===== src/rtl/date_pkg.sv =====
// date_pkg: shared constants and helpers for the calendar-date counter.
// Select codes, month constants, field widths and the leap-year test.
package date_pkg;

  localparam int DAY_W   = 5;
  localparam int MONTH_W = 4;

  localparam logic [2:0] SEL_DAY   = 3'b011;
  localparam logic [2:0] SEL_MONTH = 3'b100;
  localparam logic [2:0] SEL_YEAR  = 3'b101;

  localparam logic [MONTH_W-1:0] FEB = 4'd2;
  localparam logic [MONTH_W-1:0] DEC = 4'd12;

  function automatic logic is_leap(
    input int unsigned y
  );
    return ((y % 4 == 0) && (y % 100 != 0))
        || (y % 400 == 0);
  endfunction

endpackage


===== src/rtl/month_len.sv =====
// month_len: combinational days-in-month lookup.
// Ports: month (1..12), leap (Feb has 29) -> dim (28..31).
module month_len
  import date_pkg::*;
(
  input  logic [MONTH_W-1:0] month,
  input  logic               leap,
  output logic [DAY_W-1:0]   dim
);

  always_comb begin
    dim = 5'd31;
    case (month)
      4'd4, 4'd6,
      4'd9, 4'd11: dim = 5'd30;
      FEB:         dim = leap ? 5'd29 : 5'd28;
      default:     dim = 5'd31;
    endcase
  end

endmodule


===== src/rtl/date_counter.sv =====
// date_counter: day/month/year counter with editing, clamping and year wrap.
// Ports: clk_1Hz, rst_n, en_1, carry_in, select_item, up, down -> day, month, year_bin, leap_year, year_wrap.
module date_counter
  import date_pkg::*;
#(
  parameter logic [2:0] SELECT_DAY   = SEL_DAY,
  parameter logic [2:0] SELECT_MONTH = SEL_MONTH,
  parameter logic [2:0] SELECT_YEAR  = SEL_YEAR,
  parameter int         YEAR_W       = 12,
  parameter logic [YEAR_W-1:0] YEAR_MIN = YEAR_W'(2001),
  parameter logic [YEAR_W-1:0] YEAR_MAX = YEAR_W'(3000)
) (
  input  logic              clk_1Hz,
  input  logic              rst_n,
  input  logic              en_1,
  input  logic              carry_in,
  input  logic [2:0]        select_item,
  input  logic              up,
  input  logic              down,
  output logic [4:0]        day,
  output logic [3:0]        month,
  output logic [YEAR_W-1:0] year_bin,
  output logic              leap_year,
  output logic              year_wrap
);

  logic [DAY_W-1:0]   r_day;
  logic [MONTH_W-1:0] r_month;
  logic [YEAR_W-1:0]  r_year;
  logic               r_wrap;

  logic               w_sel_d, w_sel_m, w_sel_y;
  logic               w_edit, w_count, w_step;
  logic               w_month_ok, w_day_ok;
  logic [DAY_W-1:0]   w_dim, w_dim_nx;
  logic [DAY_W-1:0]   w_day_ed, w_day_clamp;
  logic [MONTH_W-1:0] w_month_nx;
  logic [YEAR_W-1:0]  w_year_nx;
  logic               w_leap_nx;

  assign day       = r_day;
  assign month     = r_month;
  assign year_bin  = r_year;
  assign year_wrap = r_wrap;
  assign leap_year = is_leap(32'(r_year));

  assign w_sel_d = (select_item == SELECT_DAY);
  assign w_sel_m = (select_item == SELECT_MONTH);
  assign w_sel_y = (select_item == SELECT_YEAR);
  assign w_edit  = w_sel_d | w_sel_m | w_sel_y;
  assign w_step  = up | down;
  assign w_count = !w_edit && en_1 && carry_in;

  assign w_month_ok = (r_month != '0) && (r_month <= DEC);
  assign w_day_ok   = (r_day != '0) && (r_day <= w_dim);

  month_len u_len_cur (
    .month (r_month),
    .leap  (leap_year),
    .dim   (w_dim)
  );

  // Candidate month/year after an edit; the clamp is judged against these.
  always_comb begin
    w_month_nx = r_month;
    w_year_nx  = r_year;
    if (w_sel_m && w_step) begin
      if (!w_month_ok)
        w_month_nx = 4'd1;
      else if (up)
        w_month_nx = (r_month == DEC) ? 4'd1 : r_month + 4'd1;
      else
        w_month_nx = (r_month == 4'd1) ? DEC : r_month - 4'd1;
    end
    if (w_sel_y && w_step) begin
      if (up)
        w_year_nx = (r_year >= YEAR_MAX) ? YEAR_MIN
                                         : r_year + YEAR_W'(1);
      else
        w_year_nx = (r_year <= YEAR_MIN) ? YEAR_MAX
                                         : r_year - YEAR_W'(1);
    end
  end

  assign w_leap_nx = is_leap(32'(w_year_nx));

  month_len u_len_nx (
    .month (w_month_nx),
    .leap  (w_leap_nx),
    .dim   (w_dim_nx)
  );

  always_comb begin
    w_day_clamp = r_day;
    if (r_day == '0)
      w_day_clamp = 5'd1;
    else if (r_day > w_dim_nx)
      w_day_clamp = w_dim_nx;
  end

  always_comb begin
    w_day_ed = 5'd1;
    if (!w_day_ok)
      w_day_ed = 5'd1;
    else if (up)
      w_day_ed = (r_day == w_dim) ? 5'd1 : r_day + 5'd1;
    else
      w_day_ed = (r_day == 5'd1) ? w_dim : r_day - 5'd1;
  end

  always_ff @(posedge clk_1Hz or negedge rst_n) begin
    if (!rst_n) begin
      r_day   <= 5'd1;
      r_month <= 4'd1;
      r_year  <= YEAR_MIN;
      r_wrap  <= 1'b0;
    end else begin
      r_wrap <= 1'b0;
      if (w_edit) begin
        if (w_step) begin
          if (w_sel_d) begin
            r_day <= w_day_ed;
          end else begin
            r_month <= w_month_nx;
            r_year  <= w_year_nx;
            r_day   <= w_day_clamp;
          end
        end
      end else if (w_count) begin
        if (!w_month_ok) begin
          r_month <= 4'd1;
          r_day   <= 5'd1;
        end else if (!w_day_ok) begin
          r_day <= 5'd1;
        end else if (r_day < w_dim) begin
          r_day <= r_day + 5'd1;
        end else begin
          r_day <= 5'd1;
          if (r_month == DEC) begin
            r_month <= 4'd1;
            if (r_year >= YEAR_MAX) begin
              r_year <= YEAR_MIN;
              r_wrap <= 1'b1;
            end else begin
              r_year <= r_year + YEAR_W'(1);
            end
          end else begin
            r_month <= r_month + 4'd1;
          end
        end
      end
    end
  end

endmodule


===== config.mk =====
export PLATFORM = sky130hd
export DESIGN_NAME = date_counter
export DESIGN_NICKNAME = d
export VERILOG_FILES = /design/src/rtl/date_pkg.sv /design/src/rtl/month_len.sv /design/src/rtl/date_counter.sv
export SDC_FILE = /design/constraint.sdc
export NUM_CORES = 1
export LEC_CHECK = 0
export ABC_AREA = 0
export BUFFER_PORTS_ARGS = -buffer_cell sky130_fd_sc_hd__buf_2
export CORE_MARGIN = 2
export CORE_UTILIZATION = 34
export CTS_BUF_LIST = sky130_fd_sc_hd__clkbuf_8
export DETAILED_ROUTE_END_ITERATION = 8
export HOLD_SLACK_MARGIN = 0.03
export PLACE_DENSITY = 0.61
export SLEW_MARGIN = 20
export SYNTH_ARGS = -nofsm -noshare
export SYNTH_HDL_FRONTEND = slang
export SYNTH_SLANG_ARGS = --single-unit

===== constraint.sdc =====
create_clock -name clk_1Hz -period 15.5 [get_ports clk_1Hz]
set_input_delay 3.1 -clock clk_1Hz [delete_from_list [all_inputs] [get_ports clk_1Hz]]
set_output_delay 3.1 -clock clk_1Hz [all_outputs]
set_load 0.02 [all_outputs]

* Word-level counts from Yosys, hierarchy flattened
Index checks and enable logic that the tools add are counted.
Storage, ports and cells: bits in registers 22, bits of input ports 9, output and inout port bits 23, word-level logic and storage cells 123
Operators by class: $add $sub $neg 6, divide/modulo/power cells 4, magnitude comparators 6, eq/ne operators 23, muxes and demuxes 48, bitwise gates (word level) 3, reductions and logical operators 29
Operators with widths (count):
- $mux W12 | 12
- $logic_not A32 Y1 | 4
- $mux W5 | 13
- $mod A12 B7 Y32 const B | 2
- $mod A12 B9 Y32 const B | 2
- $reduce_bool A32 Y1 | 2
- $mux W4 | 12
- $eq A4 B4 Y1 const B | 5
- $pmux W5 S2 | 2
- $eq A4 B3 Y1 const B | 4
- $add A12 B1 Y12 const B | 1
- $ge A12 B12 Y1 const B | 1
- $le A12 B11 Y1 const B | 1
- $sub A12 B1 Y12 const B | 1
- $mux W1 | 9
- $eq A4 B2 Y1 const B | 2
- $logic_and A1 B1 Y1 | 8
- $reduce_bool A2 Y1 | 4
- $reduce_or A4 Y1 | 2
- $reduce_and A7 Y1 | 1
- $eq A3 B3 Y1 const B | 2
- $add A5 B1 Y5 const B | 1
- $eq A5 B1 Y1 const B | 1
- $eq A5 B5 Y1 | 1
- 22 further kinds | 26

* Logic depth before layout (Yosys ltp)
Gate-level depths: netlist of the first run.
depth after elaboration 16, mapped depth 34, gate-level depth less buffers 31

* By module
A second synthesis of the first run with hierarchy kept.
Second synthesis, totals: cells, all modules 804, area total of the unflattened synthesis 5576.6 sq um
Modules (own cells, without submodules):
- date_counter | times used 1, cells each 786, area each 5451.5 sq um, sequential area each 561.8 sq um
- month_len | times used 2, cells each 9, area each 62.6 sq um, sequential area each 0.0 sq um

* Worst setup path before layout of the first run
Ideal clock, no wire load.
kind input port to flip-flop, from in up, to reg r_day[0], in the netlist day[0], library setup time 83 ps, data arrival time 9361 ps, required time 15417 ps, setup slack 6055 ps, stages 29, path buffers 2, cell sequence buf_2 -> nor2_1 -> nand3b_1 -> o41ai_1 -> o32ai_1 -> clkbuf_1 -> nor3_1 -> nor2_1 -> ha_1 -> nand2b_1 -> a311oi_4 -> o22a_1 -> mux2i_1 -> o21ai_1 -> a2111oi_0 -> a211oi_2 -> and3_1 -> or3_1 -> o311ai_1 -> a211oi_1 -> and4b_1 -> a21o_1 -> ha_1 -> a21oi_1 -> o21ai_0 -> a21boi_0 -> nand2_1 -> a211oi_1 -> nor3_1
Between the ends: longest elaborated chain between the ends 14, elaborated cells between the ends (all ways) 34, classes of those cells div: 2; order compare: 1; eq/ne: 7; mux: 14; bitwise: 1; reduce/logical: 9
Ends and longest elaborated chain:
- from (decl) | RTL line date_counter.sv:18 | input logic up,
- branches (longest 14 deep; another with $mod A12 B7 Y32)
- to (signal assigned) | RTL line date_counter.sv:122 | r_day <= w_day_ed;
- to (signal assigned) | RTL line date_counter.sv:126 | r_day <= w_day_clamp;
- to (signal assigned) | RTL line date_counter.sv:136 | r_day <= r_day + 5'd1;
- to (decl) | RTL line date_counter.sv:27 | logic [DAY_W-1:0] r_day;
Several ways; the timed one is not identified. The select of a mux whose other input is x is not followed. A chain may end at the register's enable or synchronous reset.

* Worst setup path after layout of the first run
Same ends and word-level chain as after synthesis.

==> implementation parameters, run 1 <==
Parameter                              Value

Status
  Outcome    completed

Setup path
  Data required time at the worst endpoint    15700 ps
  Endpoint of the most critical setup path    day[0]$_DFFE_PN1P_
  Critical register-to-register path startpoint    year_bin[1]$_DFFE_PN0P_
  Category of the worst setup path launch point    input pin
  Crit path max fanout    27
  Register-to-Register Setup Slack    7290 ps
  R2R depth    29
  Number of cells on the critical path    28
  Max incr delay on CP    720 ps
  Crit path buffers/inverters    1
  Reg-to-reg endpoint    day[0]$_DFFE_PN1P_
  Data arrival at the endpoint of the critical path    10960 ps
  Kind of end point of the critical path    register
  Top Family by Delay on Critical Path    compound AO/OA/AOI/OAI gates
  Crit path launch    up
  CP max stage cell    sky130_fd_sc_hd__o41ai_1
  Worst setup path class    in2reg

Global route
  Remaining global-route overflow    0
  Largest net degree at the start of global routing    29
  Total global-route track usage    19.6%
  First-pass GRT wire length    27600 µm
  Number of global-route vias before repair    5590
  Antenna violations before repair    0

Clock network
  Buffer type at the clock tree root    sky130_fd_sc_hd__clkbuf_8
  Clock tree from TritonCTS    built
  Number of instances resized during post-cts repair    0
  Inserted Clock Buffers    3
  Count of hold-fix buffers inserted at cts    0
  Clock tree sinks    22
  H-tree depth    1
  Post-CTS setup buffers    0
  Worst-skew pair later-pin latency    280 ps
  Maximum buffer depth of the clock tree    2
  Clock slew seen by the registers of the worst setup and hold paths    100 ps

Placement
  Number of port buffers    31
  Placed wire-length estimate after detailed placement    12000 µm
  Placement-stage cell area    5490 µm²
  Placer's final routability congestion estimate    0.886
  Worst slack at placement    4530 ps

Die
  Die ar.    16600 µm²
  Die Width    129 µm
  Die H    129 µm
  Placeable core region    15200 µm²
  Number of placed I/O pins    32
  Num rows    45
  Effective utilization at floorplan    34.8%

STA
  RSZ-0062 raised after global routing    false
  Slew at the pin with the worst max-slew slack    1130 ps
  Final setup fails    0
  Minimum period implied by the final worst setup slack    10770 ps
  Worst Skew    14.5 ps
  Setup TNS Final    0 ps
  Hold violation count in the final report    0
  Maximum clock frequency    92.9 MHz
  Minimum setup slack in the final design    4730 ps
  Final period utilization    69.5%
  Slew Limit Fails    0
  Worst slew margin relative to its limit    23.8%

Synth
  Synthesized netlist net count    798
  Most frequent cells after synthesis    74 x sky130_fd_sc_hd__nor2_1, 68 x sky130_fd_sc_hd__nand2_1, 62 x sky130_fd_sc_hd__o21ai_0
  Number of distinct library cell variants in the gate-level netlist after synthesis    97
  Main flop type after synthesis    sky130_fd_sc_hd__dfrtp_1
  Mapped cell area    5290 µm²
  Share of the yosys chip area belonging to registers    10.6%
  Dominant cell by count in the synthesized netlist    sky130_fd_sc_hd__nor2_1
  Library cell with the largest summed area after synthesis    sky130_fd_sc_hd__dfrtp_1
  EDFF count, synth    0
  Synthesized netlist cell count    772
  Register bit count reported by yosys    22
  Yosys warning total    0
  Fraction of synthesis flops using an asynchronous set or reset pin    100%
  Top cell type's share of synthesized area    6.15%
  Synth area leaders    sky130_fd_sc_hd__dfrtp_1 6.2%, sky130_fd_sc_hd__o21ai_0 5.9%, sky130_fd_sc_hd__nor2_1 5.3%, sky130_fd_sc_hd__nand2_1 4.8%, sky130_fd_sc_hd__a21oi_1 4.7%
  Avg Synthesized Cell Area    6.85 µm²

Final layout
  Footprint of the multi-input gates    4430 µm²
  Layout Nets    787
  Diodes inserted    0
  Fraction of final layout cells with drive strength greater than 1    11.1%
  P&R area growth vs syn    4.90%
  Count of filler cells inserted in the layout    1636
  Post-Layout Inst Area    5550 µm²
  Area occupied by registers    562 µm²

Route
  Number of vias in the routed layout    6117
  Total routed wirelength    16400 µm
  Vias/cell    6.45
  DR WL/cell    17.3 µm
  DRT antenna net count    0
  Final routed DRC violation total    0
  1st-iter DRT viols    718
  Detailed-routing iteration count for the pre-antenna-repair pass    5

Worst hold path
  Hold Crit Class    reg2reg

Job
  Max cap viols    0
==> worst reg2reg max path: cells and delay by family (launching register included) <==
kind | cells | cell delay [ps]
AOI/OAI and AO/OA | 14 | 3490
adders and majority gates | 3 | 880
buffers and inverters | 1 | 160
DFF | 1 | 520
muxes | 1 | 290
and+or+nand+nor | 10 | 2780
==> layout by cell type (no fill, tap or decap), types with 7 or more instances in the layout <==
cell and n:
sky130_fd_sc_hd__a211oi_1 13, sky130_fd_sc_hd__a21o_1 16, sky130_fd_sc_hd__a21oi_1 50, sky130_fd_sc_hd__a22oi_1 7, sky130_fd_sc_hd__a31oi_1 15, sky130_fd_sc_hd__and2_1 10
sky130_fd_sc_hd__and3_1 7, sky130_fd_sc_hd__buf_2 31, sky130_fd_sc_hd__dfrtp_1 13, sky130_fd_sc_hd__dfstp_2 9, sky130_fd_sc_hd__ha_1 17, sky130_fd_sc_hd__inv_1 18
sky130_fd_sc_hd__mux2i_1 7, sky130_fd_sc_hd__nand2_1 68, sky130_fd_sc_hd__nand2b_1 9, sky130_fd_sc_hd__nand3_1 31, sky130_fd_sc_hd__nand4_1 12, sky130_fd_sc_hd__nor2_1 74
sky130_fd_sc_hd__nor2b_1 10, sky130_fd_sc_hd__nor3_1 40, sky130_fd_sc_hd__o211ai_1 15, sky130_fd_sc_hd__o21ai_0 62, sky130_fd_sc_hd__o22a_1 7, sky130_fd_sc_hd__o22ai_1 8
sky130_fd_sc_hd__o31ai_1 10, sky130_fd_sc_hd__or3_1 16, sky130_fd_sc_hd__xnor2_1 8
==> kinds of logic (layout without fill, tap and decap cells) <==
family | count (synthesis) | after routing | synth area share (%)
adder cells (fa/ha/maj) | 20 | 20 | 4.59
flip-flops | 22 | 22 | 10.6
AO/OA/AOI/OAI | 311 | 311 | 43.1
XOR/XNOR | 14 | 14 | 2.32
buffers and inverters | 71 | 59 | 5.73
AND/OR/NAND/NOR | 323 | 323 | 31.5
multiplexers | 11 | 11 | 2.18
==> how the worst min path moves through the flow <==
stage / slack [ps] / end / depth (start not counted) / from
2_1_floorplan: 610 / month[0]$_DFFE_PN1P_ / 2 / month[0]$_DFFE_PN1P_
3_3_place_gp: 620 / month[0]$_DFFE_PN1P_ / 2 / month[0]$_DFFE_PN1P_
3_5_place_dp: 610 / month[0]$_DFFE_PN1P_ / 2 / month[0]$_DFFE_PN1P_
4_1_cts: 630 / month[0]$_DFFE_PN1P_ / 2 / month[0]$_DFFE_PN1P_
5_1_grt: 660 / month[0]$_DFFE_PN1P_ / 2 / month[0]$_DFFE_PN1P_
6_report: 630 / month[0]$_DFFE_PN1P_ / 2 / month[0]$_DFFE_PN1P_
==> sequential cells by signal (all words and copies together) (netlist names) <==
register,cells
day,5
month,4
year_bin,12
year_wrap,1
==> area by class of cell <==
| type | count | area share (%) |
|---|---|---|
| multi-input cells | 679 | 79.9 |
| flip-flops and latches | 22 | 10.1 |
| well taps | 188 | 4.24 |
| repair buffers | 36 | 3.47 |
| inverters | 19 | 1.29 |
| clock buffers | 4 | 0.992 |
==> stage by stage <==
stage          cells  hold WS [ps]  utilization [%]
2_1_floorplan    772           612                -
3_3_place_gp     944           621             36.1
3_5_place_dp     944           609             36.1
4_1_cts          948           629             36.4
5_1_grt          948           661             36.5
6_report         948           632             36.5
==> layer usage <==
layer | wire length, µm | global-route usage, %
met2 | 7430 | 32.4
met1 | 7670 | 28.3
met4 | 179 | 3.90
met5 | 0 | 0
met3 | 1090 | 1.29
Power of run 1 is not shown: default switching activity piles up to over one toggle a cycle in this logic, so the estimate is an artifact.
==> run 2, diff against run 1 <==
clock period = 10.8 ns   (was 15.5 ns; I/O delays follow)
==> run 2 against run 1 <==
- flip-flop and latch count did not move
- critical path depth rose by 1
- cell count rose by 0.11%
- register-to-register slack got worse by 4700 ps
- utilization barely moved
==> implementation parameters, run 2 (synthesized netlist as in run 1, its figures left out) <==
Parameter                              Value

Global route
  Number of global-route vias before repair    5566
  Antenna violations before repair    0
  Remaining global-route overflow    0
  Total global-route track usage    19.9%
  First-pass GRT wire length    28000 µm
  Largest net degree at the start of global routing    29

Clock network
  Clock tree sinks    22
  Inserted Clock Buffers    3
  H-tree depth    1
  Worst-skew pair later-pin latency    280 ps
  Maximum buffer depth of the clock tree    2
  Buffer type at the clock tree root    sky130_fd_sc_hd__clkbuf_8
  Clock tree from TritonCTS    built
  Number of instances resized during post-cts repair    0
  Post-CTS setup buffers    0
  Clock slew seen by the registers of the worst setup and hold paths    100 ps
  Count of hold-fix buffers inserted at cts    0

Final layout
  Count of filler cells inserted in the layout    1661
  Most common cell after layout, fill and taps aside    sky130_fd_sc_hd__nor2_1
  Flip-flop count of the largest register after layout    12
  Top library cells by usage in the layout, fill and taps aside    74 x sky130_fd_sc_hd__nor2_1, 68 x sky130_fd_sc_hd__nand2_1, 62 x sky130_fd_sc_hd__o21ai_0
  Fraction of final layout cells with drive strength greater than 1    11.0%
  Layout Nets    788
  P&R area growth vs syn    4.80%
  Diodes inserted    0

STA
  Maximum clock frequency    107 MHz
  Setup TNS Final    0 ps
  Final setup fails    0
  Slew Limit Fails    0
  Slew at the pin with the worst max-slew slack    987 ps
  RSZ-0062 raised after global routing    false
  Worst slew margin relative to its limit    33.7%
  Worst Skew    10.9 ps
  Minimum period implied by the final worst setup slack    9390 ps
  Hold violation count in the final report    0
  Final period utilization    86.9%

Job
  Max cap viols    0

Route
  Number of vias in the routed layout    6145
  Detailed-routing iteration count for the pre-antenna-repair pass    5
  Total routed wirelength    16800 µm
  DR WL/cell    17.7 µm
  Final routed DRC violation total    0
  Vias/cell    6.48
  1st-iter DRT viols    570
  DRT antenna net count    0

Die
  Die H    129 µm
  Num rows    45
  Placeable core region    15200 µm²
  Die Width    129 µm
  Number of placed I/O pins    32
  Effective utilization at floorplan    34.8%
  Die ar.    16600 µm²

Setup path
  Kind of end point of the critical path    register
  Category of the worst setup path launch point    input pin
  Worst setup path class    in2reg
  CP max stage cell    sky130_fd_sc_hd__a2111oi_0
  Data required time at the worst endpoint    11000 ps
  Data arrival at the endpoint of the critical path    9580 ps
  Crit path max fanout    27
  Max incr delay on CP    590 ps

Placement
  Number of port buffers    31
  Placed wire-length estimate after detailed placement    12400 µm
  Placer's final routability congestion estimate    0.916

Worst hold path
  Hold Crit Class    reg2reg

Status
  Outcome    completed
==> run 2: metrics by stage <==
step                worst slack, ps  hold WS [ps]  area [µm²]  utilization (%)  std cells
global placement               1340           618        5490             36.1        945
detailed placement             1240           607        5490             36.1        945
finish                         1410           633        5540             36.5        949
CTS                            1490           636        5540             36.4        949
global route                    728           673        5540             36.5        949
floorplan                      2300           612        5290                -        772
==> run 2: routing by layer <==
metal	global-route usage, %	wire length [µm]
met1	28.5	7990
met2	32.3	7590
met3	1.70	907
met4	5.05	290
met5	0	0
==> run 2: critical path, delay by kind of cell <==
kind,cells,cell delay [ps]
simple gates,10,2200
buf+inv,2,610
mux,1,290
fa+ha+maj,2,590
compound gates,14,3720
==> run 2: final timing paths <==
path	from	to	slack, ps	depth (start not counted)
max	up	day[0]$_DFFE_PN1P_	1410	29
min	month[0]$_DFFE_PN1P_	month[0]$_DFFE_PN1P_	630	2
max reg2reg	year_bin[7]$_DFFE_PN1P_	year_bin[11]$_DFFE_PN0P_	2610	27
min reg2reg	month[0]$_DFFE_PN1P_	month[0]$_DFFE_PN1P_	630	2
max in group asynchronous	rst_n	year_bin[10]$_DFFE_PN1P_	8560	1
min in group asynchronous	rst_n	day[4]$_DFFE_PN0P_	1860	1
==> run 2: area by class of cell <==
cell class / count / area [µm²] / share of cell area, %
multi-input combinational: 679 / 4430 / 79.9
tap: 188 / 235 / 4.24
clock buffer: 3 / 41.3 / 0.745
inverter: 19 / 71.3 / 1.29
sequential: 22 / 562 / 10.1
timing repair buffer: 37 / 200 / 3.61
clock inverter: 1 / 3.75 / 0.0677
Power of run 2 is left out for the same reason.
==> run 3, diff against run 2 <==
REMOVE_ABC_BUFFERS = 1   (was unset)
==> run 3 against run 2 <==
- clock-buffer cell count up 1
- non-clock buffer count unchanged
- critical path depth stayed put
- routed wire length down 3.3%
- sequential share of layout area barely moved
- first-iteration DRC count increased by 7.0%
- via count decreased by 0.76%
- utilization rose by 0.066 points
- critical path type unchanged
- highest routed layer unchanged
==> implementation parameters, run 3 (synthesized netlist as in run 1, its figures left out) <==
Parameter                              Value

Status
  Outcome    completed

Clock network
  Clock tree from TritonCTS    built
  Post-CTS setup buffers    0
  H-tree depth    1
  Clock slew seen by the registers of the worst setup and hold paths    90 ps
  Number of instances resized during post-cts repair    0
  Count of hold-fix buffers inserted at cts    0
  Worst-skew pair later-pin latency    270 ps
  Clock tree sinks    22
  Buffer type at the clock tree root    sky130_fd_sc_hd__clkbuf_8
  Inserted Clock Buffers    3
  Maximum buffer depth of the clock tree    2

STA
  Maximum clock frequency    103 MHz
  Minimum period implied by the final worst setup slack    9710 ps
  Setup TNS Final    0 ps
  Worst Skew    12.8 ps
  Final setup fails    0
  Hold violation count in the final report    0
  Slew Limit Fails    0
  Minimum setup slack in the final design    1090 ps
  RSZ-0062 raised after global routing    false
  Worst-case hold slack    642 ps
  Worst slew margin relative to its limit    36.5%
  Slew at the pin with the worst max-slew slack    945 ps
  Final period utilization    89.9%

Global route
  Remaining global-route overflow    0
  Number of global-route vias before repair    5481
  Largest net degree at the start of global routing    29
  Total global-route track usage    19.2%
  Antenna violations before repair    0
  First-pass GRT wire length    27000 µm

Route
  1st-iter DRT viols    610
  Number of vias in the routed layout    6098
  Metal-1 WL    8070 µm
  Final routed DRC violation total    0
  Routed length on met2    7190 µm
  DRT antenna net count    0
  Detailed-routing iteration count for the pre-antenna-repair pass    5
  Vias/cell    6.43
  Total routed wirelength    16200 µm
  Top Metal Used    met4
  DR WL/cell    17.1 µm
  Sum of met3 wire segment lengths after detailed routing    673 µm

Final layout
  Post-Layout Inst Area    5550 µm²
  Flip-flop count of the largest register after layout    12
  Layout Nets    788
  Diodes inserted    0
  Most common cell after layout, fill and taps aside    sky130_fd_sc_hd__nor2_1
  Top library cells by usage in the layout, fill and taps aside    74 x sky130_fd_sc_hd__nor2_1, 68 x sky130_fd_sc_hd__nand2_1, 62 x sky130_fd_sc_hd__o21ai_0
  Fraction of final layout cells with drive strength greater than 1    11.2%
  Count of filler cells inserted in the layout    1650
  P&R area growth vs syn    4.99%

Setup path
  CP max stage cell    sky130_fd_sc_hd__nand3b_1
  Max incr delay on CP    640 ps
  Data arrival at the endpoint of the critical path    9900 ps
  Data required time at the worst endpoint    10990 ps
  Worst setup path class    in2reg
  Category of the worst setup path launch point    input pin
  Kind of end point of the critical path    register
  Crit path max fanout    27

Die
  Placeable core region    15200 µm²
  Die H    129 µm
  Number of placed I/O pins    32
  Effective utilization at floorplan    34.8%
  Num rows    45
  Die ar.    16600 µm²
  Die Width    129 µm

Worst hold path
  Hold Crit Class    reg2reg

Placement
  Placement-stage cell area    5490 µm²
  Placer's final routability congestion estimate    0.943
  Placed wire-length estimate after detailed placement    11800 µm
  Number of port buffers    31
  Worst slack at placement    949 ps

Job
  Max cap viols    0
run 3: routing by layer:
metal / global-route usage (%) / up-vias
li1: - / 2981
met1: 28.4 / 2878
met2: 30.8 / 207
met4: 4.28 / 0
met3: 0.915 / 32
met5: 0 / -
run 3: final cells by class:
cell class / count / area [µm²] / area share, %
flip-flops and latches: 22 / 562 / 10.1
repair buffers: 37 / 200 / 3.61
multi-input cells: 679 / 4430 / 79.8
well taps: 188 / 235 / 4.24
inverters: 19 / 71.3 / 1.28
clock buffers: 4 / 55.1 / 0.991
run 3: final timing paths:
kind	slack, ps	from	depth (start not counted)	end
hold reg to reg	640	month[0]$_DFFE_PN1P_	2	month[0]$_DFFE_PN1P_
setup reg to reg	2700	year_bin[7]$_DFFE_PN1P_	28	year_bin[11]$_DFFE_PN0P_
hold / removal	640	month[0]$_DFFE_PN1P_	2	month[0]$_DFFE_PN1P_
min in group asynchronous	1860	rst_n	1	year_wrap$_DFF_PN0_
setup / recovery	1090	up	29	day[0]$_DFFE_PN1P_
max in group asynchronous	8560	rst_n	1	year_bin[8]$_DFFE_PN1P_
run 3: worst max-delay path, delay by kind of cell:
family          cells  cell delay, ps
compound gates     13            3400
fa+ha+maj           2             580
buf+inv             2             620
mux                 2             500
simple gates       10            2640
run 3: stage by stage:
| step | instances | utilization (%) |
|---|---|---|
| global route | 949 | 36.5 |
| finish | 949 | 36.5 |
| detailed placement | 945 | 36.1 |
| CTS | 949 | 36.5 |
| floorplan | 720 | - |
| global placement | 945 | 36.1 |
Power of run 3 is left out for the same reason.
